<file path="config.mk">
export PLATFORM = sky130hd
export DESIGN_NAME = imem_loader
export DESIGN_NICKNAME = d
export VERILOG_FILES = /design/src/rtl/imem_loader.sv
export SDC_FILE = /design/constraint.sdc
export NUM_CORES = 1
export LEC_CHECK = 0
export BUFFER_PORTS_ARGS = -buffer_cell sky130_fd_sc_hd__buf_4
export CAP_MARGIN = 10
export CORE_MARGIN = 10
export CORE_UTILIZATION = 52
export DETAILED_ROUTE_END_ITERATION = 6
export PLACE_DENSITY = 0.74
export SLEW_MARGIN = 10
export SYNTH_ARGS = -nofsm -noshare
export SYNTH_HDL_FRONTEND = slang
export SYNTH_SLANG_ARGS = --single-unit
</file>
<file path="constraint.sdc">
create_clock -name clk -period 2.89 [get_ports clk]
set_input_delay 0 -clock clk [delete_from_list [all_inputs] [get_ports clk]]
set_output_delay 0 -clock clk [all_outputs]
set_load 0.01 [all_outputs]
</file>
<file path="src/rtl/imem_loader.sv">
// imem_loader: framed byte stream (len, words MSB-first, xor checksum) -> instruction memory writes; holds cpu_rst until a frame checks out
module imem_loader #(
  parameter int ADDR_WIDTH = 10,
  parameter int RST_HOLD = 4
) (
  input  logic                  clk,
  input  logic                  rst,
  input  logic                  start,
  input  logic                  rx_valid,
  input  logic [7:0]            rx_data,
  output logic                  rx_ready,
  output logic                  im_we,
  output logic [ADDR_WIDTH-1:0] im_addr,
  output logic [31:0]           im_wdata,
  output logic                  cpu_rst,
  output logic                  busy,
  output logic                  done,
  output logic                  error,
  output logic [ADDR_WIDTH:0]   words_loaded
);
  localparam int CW = $clog2(RST_HOLD + 1);
  localparam logic [CW-1:0] HOLD_LAST = CW'(RST_HOLD - 1);
  typedef enum logic [2:0] {IDLE, LEN_HI, LEN_LO, WORD, CHK, HOLD, DONE, ERR} state_t;
  state_t state, state_n;
  logic [7:0] len_hi, xsum;
  logic [15:0] n, n_in;
  logic [1:0] idx;
  logic [23:0] sh;
  logic [CW-1:0] cnt;
  logic [ADDR_WIDTH:0] wl_next;
  logic acc, len_bad, last;
  assign rx_ready = state inside {LEN_HI, LEN_LO, WORD, CHK};
  assign busy = rx_ready || state == HOLD;
  assign cpu_rst = state != DONE;
  assign done = state == DONE;
  assign error = state == ERR;
  assign acc = rx_valid && rx_ready;
  assign n_in = {len_hi, rx_data};
  assign len_bad = n_in == 16'd0 || 17'(n_in) > (17'd1 << ADDR_WIDTH);
  assign wl_next = words_loaded + 1'b1;
  assign last = 17'(wl_next) == 17'(n);
  always_comb begin
    state_n = state;
    case (state)
      LEN_HI: state_n = acc ? LEN_LO : state;
      LEN_LO: state_n = acc ? (len_bad ? ERR : WORD) : state;
      WORD:   state_n = acc && idx == 2'd3 && last ? CHK : state;
      CHK:    state_n = acc ? (rx_data == xsum ? HOLD : ERR) : state;
      HOLD:   state_n = cnt == HOLD_LAST ? DONE : state;
      default: state_n = start ? LEN_HI : state;
    endcase
  end
  always_ff @(posedge clk or posedge rst)
    if (rst) begin
      state <= IDLE;
      len_hi <= '0;
      n <= '0;
      xsum <= '0;
      idx <= '0;
      sh <= '0;
      cnt <= '0;
      words_loaded <= '0;
      im_we <= 1'b0;
      im_addr <= '0;
      im_wdata <= '0;
    end else begin
      state <= state_n;
      im_we <= 1'b0;
      cnt <= state == HOLD ? cnt + 1'b1 : '0;
      if (start && !busy) begin
        xsum <= '0;
        words_loaded <= '0;
        idx <= '0;
      end
      if (acc) xsum <= xsum ^ rx_data;
      if (acc && state == LEN_HI) len_hi <= rx_data;
      if (acc && state == LEN_LO) begin
        n <= n_in;
        idx <= '0;
      end
      if (acc && state == WORD) begin
        sh <= {sh[15:0], rx_data};
        idx <= idx + 2'd1;
        if (idx == 2'd3) begin
          im_we <= 1'b1;
          im_addr <= words_loaded[ADDR_WIDTH-1:0];
          im_wdata <= {sh, rx_data};
          words_loaded <= wl_next;
        end
      end
    end
endmodule

</file>
==> impl_metrics.toml <==
[setup_path]
start_kind = "flip-flop"
crit_type = "reg2reg"
crit_fanout = 12
crit_arrival_ns = 3.09
cp.required_ns = 3.34
critPathCaptureType = "flip-flop"

[drt]
routed_wl_mm = 12.2
highest_layer = "met4"
drt_pass1_iterations = 4
via_per_inst = 5.38
wl_met1_mm = 5.34
drt_iter0_markers = 296
drc = 0
met3_length_um = 693
vias = 4044
wl_met2_mm = 5.92
postRouteAntennaNets = 0
wl_per_cell_um = 16.2

[power]
p_per_area_mw_per_mm2 = 1000
leakage_nw = 3.22
ir_worst_vdd_mv = 0.459

[cts]
insertion_delay_ns = 0.51
cts_tree = "built"
htreeDepth = 4
cts-resized-gates = 0
numCtsBuffers = 17
post_cts_buffers = 0
root_buffer = "clkbuf_8"
cts.sinks = 118
path_clk_slew_ns = 0.06
clock_tree.buffer_depth = 2

[finish]
diodes = 0
final_cell_mix = "nand2_1, dfrtp_1, buf_4"
multi_input_area_mm2 = 0.00223
syn_to_final_growth_pct = 24.4
fillers = 765
utilization_pct = 67.2
layout-drive-gt1-share_pct = 25.7
nets = 623
register_area_mm2 = 0.00295
postLayoutCellArea_mm2 = 0.00666
layout_commonest_cell = "nand2_1"
instances_no_fill = 751

[placement]
io_buffers = 70
hpwl_mm = 8.16
gp_congestion = 0.830
place_area_mm2 = 0.00597
dp_cells = 710

[yosys]
synthSimpleGateAreaFrac_pct = 19.1
yosysSeqAreaShare_pct = 55.2
synth_top_area_share_pct = 55.2
synth_area_leaders = "dfrtp_1, nand2_1, mux2_2, o21ai_0, xnor2_1"
netlist_area_mm2 = 0.00535
ys_warn_count = 0
syn-num-nets = 553
synthDistinctLibCells = 43
synth.avg_cell_area_um2 = 10.0
synth_edf_count = 0
async_flop_share_pct = 100
synth_top_family_by_area = "simple AND/OR/NAND/NOR gates"
synthAdderAreaFrac_pct = 1.40
synthFlopType = "dfrtp_1"
synthXorXnorAreaFrac_pct = 3.27
ys_seq_elements = 118
synthCells = 535
synth_compound_area_share_pct = 7.72
muxShareOfSynthArea_pct = 10.1
yosys.area.top_type = "dfrtp_1"

[grt]
antenna_found_initial = 0
grt_max_degree = 62
grt.total_usage_pct = 17.6
grt_pass1_wl_mm = 21.0
overflow = 0
grt_pass1_vias = 4233

[floorplan]
io_pins = 71
dieArea_mm2 = 0.0147
fp.dieW_um = 121
fp.dieH_um = 121
floorplan.rows = 36
fp.coreArea_mm2 = 0.00991
initial_core_util_pct = 54.0

[job]
maxCapViolCount = 0

[sta]
setup_viol = 0
period_minus_slack_ns = 2.64
slew_viol_final = 0
skew_ns = 0.0107
rsz0062_at_grt = "false"
worstMarginPinSlew_ns = 0.967
fmax_mhz = 379
slew_headroom_pct = 35.4
finalHoldViolations = 0
fin_tns_setup_ns = 0
timing.final.crit_share_pct = 91.4

[worst_hold_path]
hold_class = "in2reg"

[status]
outcome = "finished clean"
per-stage QoR:
stage                     total power [mW]  hold WS [ns]  worst slack (ns)
after global placement                4.46         0.254             0.446
after global routing                  7.07        0.0895            0.0906
after detailed placement              4.56         0.269             0.361
after CTS                             6.71        0.0309             0.282
after floorplan                       3.90         0.105             0.775
final                                 6.65        0.0643             0.249
flip-flops by register name (all words and copies together), names as in the netlist:
name,flops
xsum,8
words_loaded,11
idx,2
len_hi,8
sh,24
cnt,3
state,3
im_we,1
im_wdata,32
im_addr,10
n,16
timing repair:
item | CTS | global route
endpoints found under the setup margin | 0 | 0
hold endpoints to repair | 84 | 0
hold buffers | 9 | 0
cell families after synthesis:
kind of cell	count (synthesis)
mux	48
flops	118
compound gates	68
fa+ha+maj	6
simple gates	231
xor+xnor	20
buf+inv	44
worst max-delay path, stage by stage, from the launching register on:
cell,delay [ns]
dfrtp_1,0.52
ha_1,0.45
and4_1,0.30
or3b_1,0.42
xnor2_1,0.18
nand4b_1,0.14
o31ai_2,0.35
o221a_1,0.23
power by group:
part / leakage [nW] / internal (mW) / switching (mW)
sequential: 1.52 / 2.23 / 0.487
clock: 0.288 / 1.26 / 0.839
combinational: 1.41 / 0.965 / 0.872
synth_stat cells (2+ instances only):
library cell,number
dfrtp_1,118
a22o_1,2
and3_1,2
a21oi_1,6
nand3_1,10
nand2_1,147
buf_2,5
nor2b_1,7
ha_1,6
nor3_1,4
nor4_1,7
or4_1,2
and2_1,3
clkbuf_1,25
or3_1,2
mux2_2,48
buf_1,4
o21ai_0,38
nor2_1,22
inv_1,9
nand2b_1,10
nand4_1,7
xor2_1,7
o31ai_1,8
nor4b_1,2
xnor2_1,13
o21bai_1,3
a31oi_1,3
routing by layer:
| layer | global-route usage [%] | up-vias |
|---|---|---|
| met5 | 0 | - |
| met4 | 7.15 | 0 |
| met3 | 5.21 | 21 |
| met2 | 28.2 | 119 |
| met1 | 21.7 | 1965 |
| li1 | - | 1939 |
layout make-up:
cell class	count	area share [%]
Clock inverter	15	2.73
Inverter	10	0.620
Multi-Input combinational cell	373	33.4
Clock buffer	17	6.22
Timing Repair Buffer	85	10.1
Tap cell	133	2.50
Sequential cell	118	44.4
final timing paths:
| path | start | end | slack (ns) | depth (start not counted) |
|---|---|---|---|---|
| max | words_loaded[0]$_DFF_PP0_ | state[2]$_DFFE_PP0P_ | 0.25 | 7 |
| min reg2reg | cnt[0]$_DFF_PP0_ | cnt[0]$_DFF_PP0_ | 0.44 | 1 |
| max reg2reg | words_loaded[0]$_DFF_PP0_ | state[2]$_DFFE_PP0P_ | 0.25 | 7 |
| min in group asynchronous | rst | im_addr[1]$_DFFE_PP0P_ | 0.25 | 3 |
| max in group asynchronous | rst | im_addr[5]$_DFFE_PP0P_ | 1.83 | 4 |
| min | start | idx[1]$_DFFE_PP0P_ | 0.06 | 4 |
(Power assumes the default switching activity.)
